[config.mk]
export PLATFORM = sky130hd
export DESIGN_NAME = avg_down_n
export DESIGN_NICKNAME = d
export VERILOG_FILES = /design/src/rtl/avg_down_pkg.sv /design/src/rtl/avg_down_n_acc.sv /design/src/rtl/avg_down_n.sv
export SDC_FILE = /design/constraint.sdc
export NUM_CORES = 1
export LEC_CHECK = 0
export CAP_MARGIN = 20
export CORE_MARGIN = 1.5
export CORE_UTILIZATION = 30
export CTS_BUF_LIST = sky130_fd_sc_hd__clkbuf_4
export DETAILED_ROUTE_END_ITERATION = 7
export GPL_TIMING_DRIVEN = 0
export HOLD_SLACK_MARGIN = 0.12
export PLACE_DENSITY = 0.58
export SLEW_MARGIN = 0
export SYNTH_ARGS = -nofsm -noshare
export SYNTH_HDL_FRONTEND = slang
export SYNTH_HIERARCHICAL = 1
export SYNTH_SLANG_ARGS = --single-unit
[constraint.sdc]
create_clock -name clk -period 4.5 [get_ports clk]
set_input_delay 0.45 -clock clk [delete_from_list [all_inputs] [get_ports clk]]
set_output_delay 0.45 -clock clk [all_outputs]
set_load 0.02 [all_outputs]
[src/rtl/avg_down_pkg.sv]
// avg_down_pkg: shared widths, state encoding and the round/shift helper for avg_down_n.
package avg_down_pkg;
  typedef enum logic {IDLE, ACCUM} state_e;
  function automatic int ACC_W(input int n, input int m);
    return n + m;
  endfunction
  function automatic int KW(input int m);
    return $clog2(m + 1);
  endfunction
  // sum arrives already sign/zero-extended to 64 bits, so the rounding add cannot wrap
  function automatic logic [63:0] round_shift(input logic [63:0] sum, input int k,
                                              input logic rnd, input logic sgn);
    logic [63:0] t;
    t = sum + ((rnd && k > 0) ? (64'd1 << (k - 1)) : 64'd0);
    return sgn ? 64'($signed(t) >>> k) : t >> k;
  endfunction
endpackage

[src/rtl/avg_down_n_acc.sv]
// avg_down_n_acc: block accumulator, sample counter and per-block k latch.
module avg_down_n_acc import avg_down_pkg::*; #(
  parameter int N        = 14,
  parameter int MAX_LOG2 = 4,
  parameter int SIGNED   = 0
) (
  input  logic                            clk,
  input  logic                            rst,
  input  logic                            ready_i,
  input  logic                            clr_i,
  input  logic [N-1:0]                    x_i,
  input  logic [KW(MAX_LOG2)-1:0]         log2_dec_i,
  output logic [ACC_W(N,MAX_LOG2)-1:0]    sum_o,
  output logic [KW(MAX_LOG2)-1:0]         k_o,
  output logic                            last_o,
  output logic                            busy_o
);
  localparam int AW = ACC_W(N, MAX_LOG2);
  localparam int KB = KW(MAX_LOG2);
  localparam int CW = MAX_LOG2 > 0 ? MAX_LOG2 : 1;
  state_e         state_q, state_d;
  logic [AW-1:0]  acc_q, acc_d, x_ext;
  logic [CW-1:0]  cnt_q, cnt_d;
  logic [KB-1:0]  k_q, k_d, k_clamp;
  logic           accept;
  assign x_ext   = {{MAX_LOG2{(SIGNED != 0) && x_i[N-1]}}, x_i};
  assign k_clamp = log2_dec_i > KB'(MAX_LOG2) ? KB'(MAX_LOG2) : log2_dec_i;
  // the first sample of a block already uses the freshly latched k
  assign k_o     = state_q == IDLE ? k_clamp : k_q;
  assign accept  = ready_i && !clr_i;
  assign sum_o   = acc_q + x_ext;
  assign last_o  = accept && (cnt_q == CW'((32'd1 << k_o) - 32'd1));
  assign busy_o  = state_q == ACCUM;
  always_comb begin
    acc_d   = acc_q;
    cnt_d   = cnt_q;
    k_d     = k_q;
    state_d = state_q;
    if (clr_i || last_o) begin
      acc_d   = '0;
      cnt_d   = '0;
      state_d = IDLE;
    end else if (accept) begin
      acc_d   = sum_o;
      cnt_d   = cnt_q + 1'b1;
      state_d = ACCUM;
    end
    if (accept && state_q == IDLE) k_d = k_clamp;
  end
  always_ff @(posedge clk or posedge rst)
    if (rst) begin
      acc_q   <= '0;
      cnt_q   <= '0;
      k_q     <= '0;
      state_q <= IDLE;
    end else begin
      acc_q   <= acc_d;
      cnt_q   <= cnt_d;
      k_q     <= k_d;
      state_q <= state_d;
    end
endmodule

[src/rtl/avg_down_n.sv]
// avg_down_n: decimating boxcar averager over 2^k strobed samples with truncate or round-half-up.
module avg_down_n import avg_down_pkg::*; #(
  parameter int N        = 14,
  parameter int MAX_LOG2 = 4,
  parameter int SIGNED   = 0
) (
  input  logic                     clk,
  input  logic                     rst,
  input  logic                     ready,
  input  logic [N-1:0]             x,
  input  logic [KW(MAX_LOG2)-1:0]  log2_dec,
  input  logic                     round_en,
  input  logic                     clr,
  output logic [N-1:0]             y,
  output logic                     valid,
  output logic                     busy
);
  localparam int AW = ACC_W(N, MAX_LOG2);
  logic [AW-1:0]            sum;
  logic [KW(MAX_LOG2)-1:0]  k;
  logic                     last;
  logic [63:0]              sum_ext;
  logic [N-1:0]             y_q, y_d;
  logic                     valid_q;
  avg_down_n_acc #(.N(N), .MAX_LOG2(MAX_LOG2), .SIGNED(SIGNED)) u_acc (
    .clk(clk), .rst(rst), .ready_i(ready), .clr_i(clr), .x_i(x),
    .log2_dec_i(log2_dec), .sum_o(sum), .k_o(k), .last_o(last), .busy_o(busy)
  );
  assign sum_ext = {{(64-AW){(SIGNED != 0) && sum[AW-1]}}, sum};
  assign y_d     = last ? N'(round_shift(sum_ext, int'(k), round_en, SIGNED != 0)) : y_q;
  assign y       = y_q;
  assign valid   = valid_q;
  always_ff @(posedge clk or posedge rst)
    if (rst) begin
      y_q     <= '0;
      valid_q <= 1'b0;
    end else begin
      y_q     <= y_d;
      valid_q <= last;
    end
endmodule

==> results.py <==
metrics = {
    "sta": {
        "fmax_mhz": 232,
        "holdWs_ps": 320,
        "fin_setup_tns_ps": 0,
        "finalSetupViolCount": 0,
        "setup_ws_ps": 192,
        "hold_viol": 0,
        "max-slew-margin-rel": 0.607,
        "drv_slew": 0,
        "period_minus_slack_ps": 4310,
        "tightest_slew_ps": 590,
        "rsz0062_at_grt": "false",
        "clock_skew_ps": 20.2,
        "fin_crit_sh": 0.957,
    },
    "hold_path": {
        "hold_class": "in2async",
    },
    "setup_path": {
        "startpoint_type": "primary input",
        "critPathBufInv": 3,
        "arrival_ps": 4550,
        "cp_slowest_stage_delay_ps": 510,
        "crit_path_frequent_cell": "o21ai_0",
        "crit_fanout": 11,
        "crit_required_ps": 4740,
        "crit_family": "simple AND/OR/NAND/NOR gates",
        "path_cells": "clkdlybuf4s50_1, nor2b_1, mux2_4, inv_4, buf_6, ha_4, o21ai_0, and3_1, nor3b_1, ha_1, a21o_1, or3_1, o21ai_0, xnor2_2, mux4_2, mux2i_1, a21oi_1",
        "crit_type": "in2reg",
        "cp-end-kind": "flop",
        "cp_slowest_cell": "clkdlybuf4s50_1",
    },
    "power_and_ir_drop": {
        "p_int_mw": 1.11,
        "peakVddDrop_uv": 164,
        "sw_frac_of_total": 0.477,
        "p_comb_frac": 0.667,
        "pwr-share-clk": 0.094,
        "p_sw_mw": 1.01,
        "power.share.sequential": 0.239,
        "p_leak_nw": 2.21,
        "cellPowerDensity_mw_per_mm2": 412,
    },
    "synth": {
        "synth_edf_count": 0,
        "ys_seq_area_frac": 0.240,
        "yosys_warnings": 6,
        "postSynth.asyncResetShare": 1.00,
        "ys_types": 72,
        "dominantRegCellSynth": "dfrtp_1",
        "yosysTopAreaCell": "dfrtp_1",
        "netlist_area_mm2": 0.00427,
        "syn-instance-count": 519,
        "ys_ff_latch": 41,
        "synth_top_area_frac": 0.240,
        "synth_area_leaders": "dfrtp_1, ha_1, a21oi_1, xnor2_1, nand2_1",
        "syn_area_per_cell_um2": 8.23,
    },
    "cts": {
        "cts_root_buf": "clkbuf_4",
        "cts_hold_buf": 0,
        "clkLatencyLatePin_ps": 370,
        "cts_tree": "built",
        "cts_buffers": 5,
        "clkSinkCount": 41,
        "cts_buffer_depth": 2,
        "clk_pin_slew_ps": 130,
        "htreeDepth": 2,
    },
    "drt": {
        "vias": 4140,
        "dr.pass1.iters": 5,
        "drc": 0,
        "vias_per_cell": 5.46,
        "wl_per_cell_um": 15.1,
        "drt-total-wl_um": 11500,
        "postRouteAntennaNets": 0,
        "drt_iter0_drc": 196,
    },
    "grt": {
        "antenna_found_initial": 0,
        "grt_pass1_wl_um": 18700,
        "globalRouteTotalUtil": 0.154,
        "grt_pass1_vias": 4002,
        "grt_overflow": 0,
        "grt_max_degree": 27,
    },
    "floorplan": {
        "die_area_mm2": 0.0150,
        "die_y_um": 122,
        "io_pins": 38,
        "die_w_um": 122,
        "initial_core_util": 0.308,
        "core_mm2": 0.0139,
        "fp-row-count": 43,
    },
    "placement": {
        "dp_slack_ps": -1050,
        "hpwl_um": 9070,
        "gp_congestion": 0.860,
        "place.port_buffers": 37,
    },
    "status": {
        "outcome": "complete, no violations",
    },
    "final_layout": {
        "fin_nets": 637,
        "syn_to_final_growth_pct": 20.4,
        "drive_gt1_frac": 0.121,
        "diodes": 0,
    },
    "job": {
        "drv_cap": 0,
    },
}
[area by class of cell]
| class | count | area (um2) |
|---|---|---|
| Timing Repair Buffer | 43 | 438 |
| Tap cell | 180 | 225 |
| Multi-Input combinational cell | 441 | 3210 |
| Fill cell | 1448 | 8740 |
| Sequential cell | 41 | 1030 |
| Clock inverter | 3 | 17.5 |
| Buffer | 18 | 87.6 |
| Clock buffer | 5 | 37.5 |
| Inverter | 27 | 105 |
[power by group through the flow]
| stage | clock [mW] | combinational (mW) | sequential (mW) |
|---|---|---|---|
| 3_3_place_gp | 0 | 1.31 | 0.511 |
| 4_1_cts | 0.207 | 1.35 | 0.509 |
| 2_1_floorplan | 0 | 0.904 | 0.574 |
| 5_1_grt | 0.219 | 1.56 | 0.517 |
| 3_5_place_dp | 0 | 1.32 | 0.516 |
| 6_report | 0.198 | 1.41 | 0.507 |
[sequential cells by signal, indices dropped and copies added, names as in the netlist]
name and count:
u_acc/acc_q 18, u_acc/busy_o 1, u_acc/cnt_q 4, u_acc/k_q 3, valid 1, y 14
[layer usage]
layer,global-route usage,wire (um),vias to the layer above,part of all wire
met4,0.0480,175,0,0.015
li1,-,-,2048,-
met1,0.191,5090,1988,0.44
met2,0.277,5750,91,0.50
met3,0.0209,435,13,0.038
met5,0,0,-,0
[through the flow]
step	util	cells	instance area [um2]	power, mW
floorplan	-	528	4310	1.48
global placement	0.353	745	4900	1.82
detailed placement	0.353	745	4900	1.84
CTS	0.361	756	5010	2.07
global route	0.370	758	5140	2.30
finish	0.370	758	5140	2.12
[cell usage in the layout (no fill, tap or decap), drive strengths merged, types with 6 or more instances in the layout]
| cell | n |
|---|---|
| a21oi | 49 |
| nand2 | 47 |
| nor2 | 42 |
| dfrtp | 41 |
| clkdlybuf4s50 | 36 |
| ha | 36 |
| o21ai | 28 |
| inv | 26 |
| xnor2 | 23 |
| clkbuf | 17 |
| a22o | 16 |
| nand3 | 15 |
| nor3 | 15 |
| a21o | 14 |
| buf | 12 |
| conb | 10 |
| and2 | 10 |
| o211ai | 9 |
| nand2b | 7 |
| nor2b | 7 |
| a31oi | 7 |
| o21a | 6 |
| xor2 | 6 |
| mux2i | 6 |
| o31ai | 6 |
| o2111ai | 6 |
[synthesized netlist by cell type (6+ instances only)]
cell type and instances:
clkbuf_1 14, inv_1 24, xnor2_1 22, nor2_1 42, a21o_1 12, mux2i_1 6
nor3_1 15, o31ai_1 6, o2111ai_1 6, ha_1 36, nand2b_1 7, nand3_1 15
a21oi_1 48, and2_1 9, xor2_1 6, nor2b_1 7, o21ai_0 23, o211ai_1 9
dfrtp_1 41, a22o_1 16, nand2_1 47, o21a_1 6
[cells by family after synthesis]
logic type / share of synthesized area
muxes: 0.0483
DFF: 0.240
adders and majority gates: 0.115
xor gates and xnor gates: 0.0612
and+or+nand+nor: 0.190
AOI/OAI and AO/OA: 0.302
other: 0.000878
buffers and inverters: 0.0419
[worst paths after layout]
path                         startpoint  slack (ps)  cells after the start           end
setup / recovery            log2_dec[0]         190                     17          y[2]
hold / removal                      rst         320                      2  u_acc/k_q[1]
setup reg to reg           u_acc/busy_o         300                     16          y[4]
hold reg to reg                    y[6]         510                      2          y[6]
max in group asynchronous           rst        3650                      2          y[7]
min in group clk            log2_dec[2]         480                      2  u_acc/k_q[2]
[worst register-to-register path, delay by kind of cell, from the launching register on]
kind / cells / cell delay (ps)
mux: 3 / 1080
compound gates: 5 / 840
fa+ha+maj: 2 / 650
simple gates: 3 / 600
buf+inv: 3 / 500
flops: 1 / 410
[what timing repair did]
action | 4_1_cts | 5_1_grt
pin swaps | 1 | 4
setup endpoints to repair | 14 | 14
gates resized for setup | 11 | 25
setup buffers | 4 | 1
Note: power is estimated with default switching activity, not from simulation.
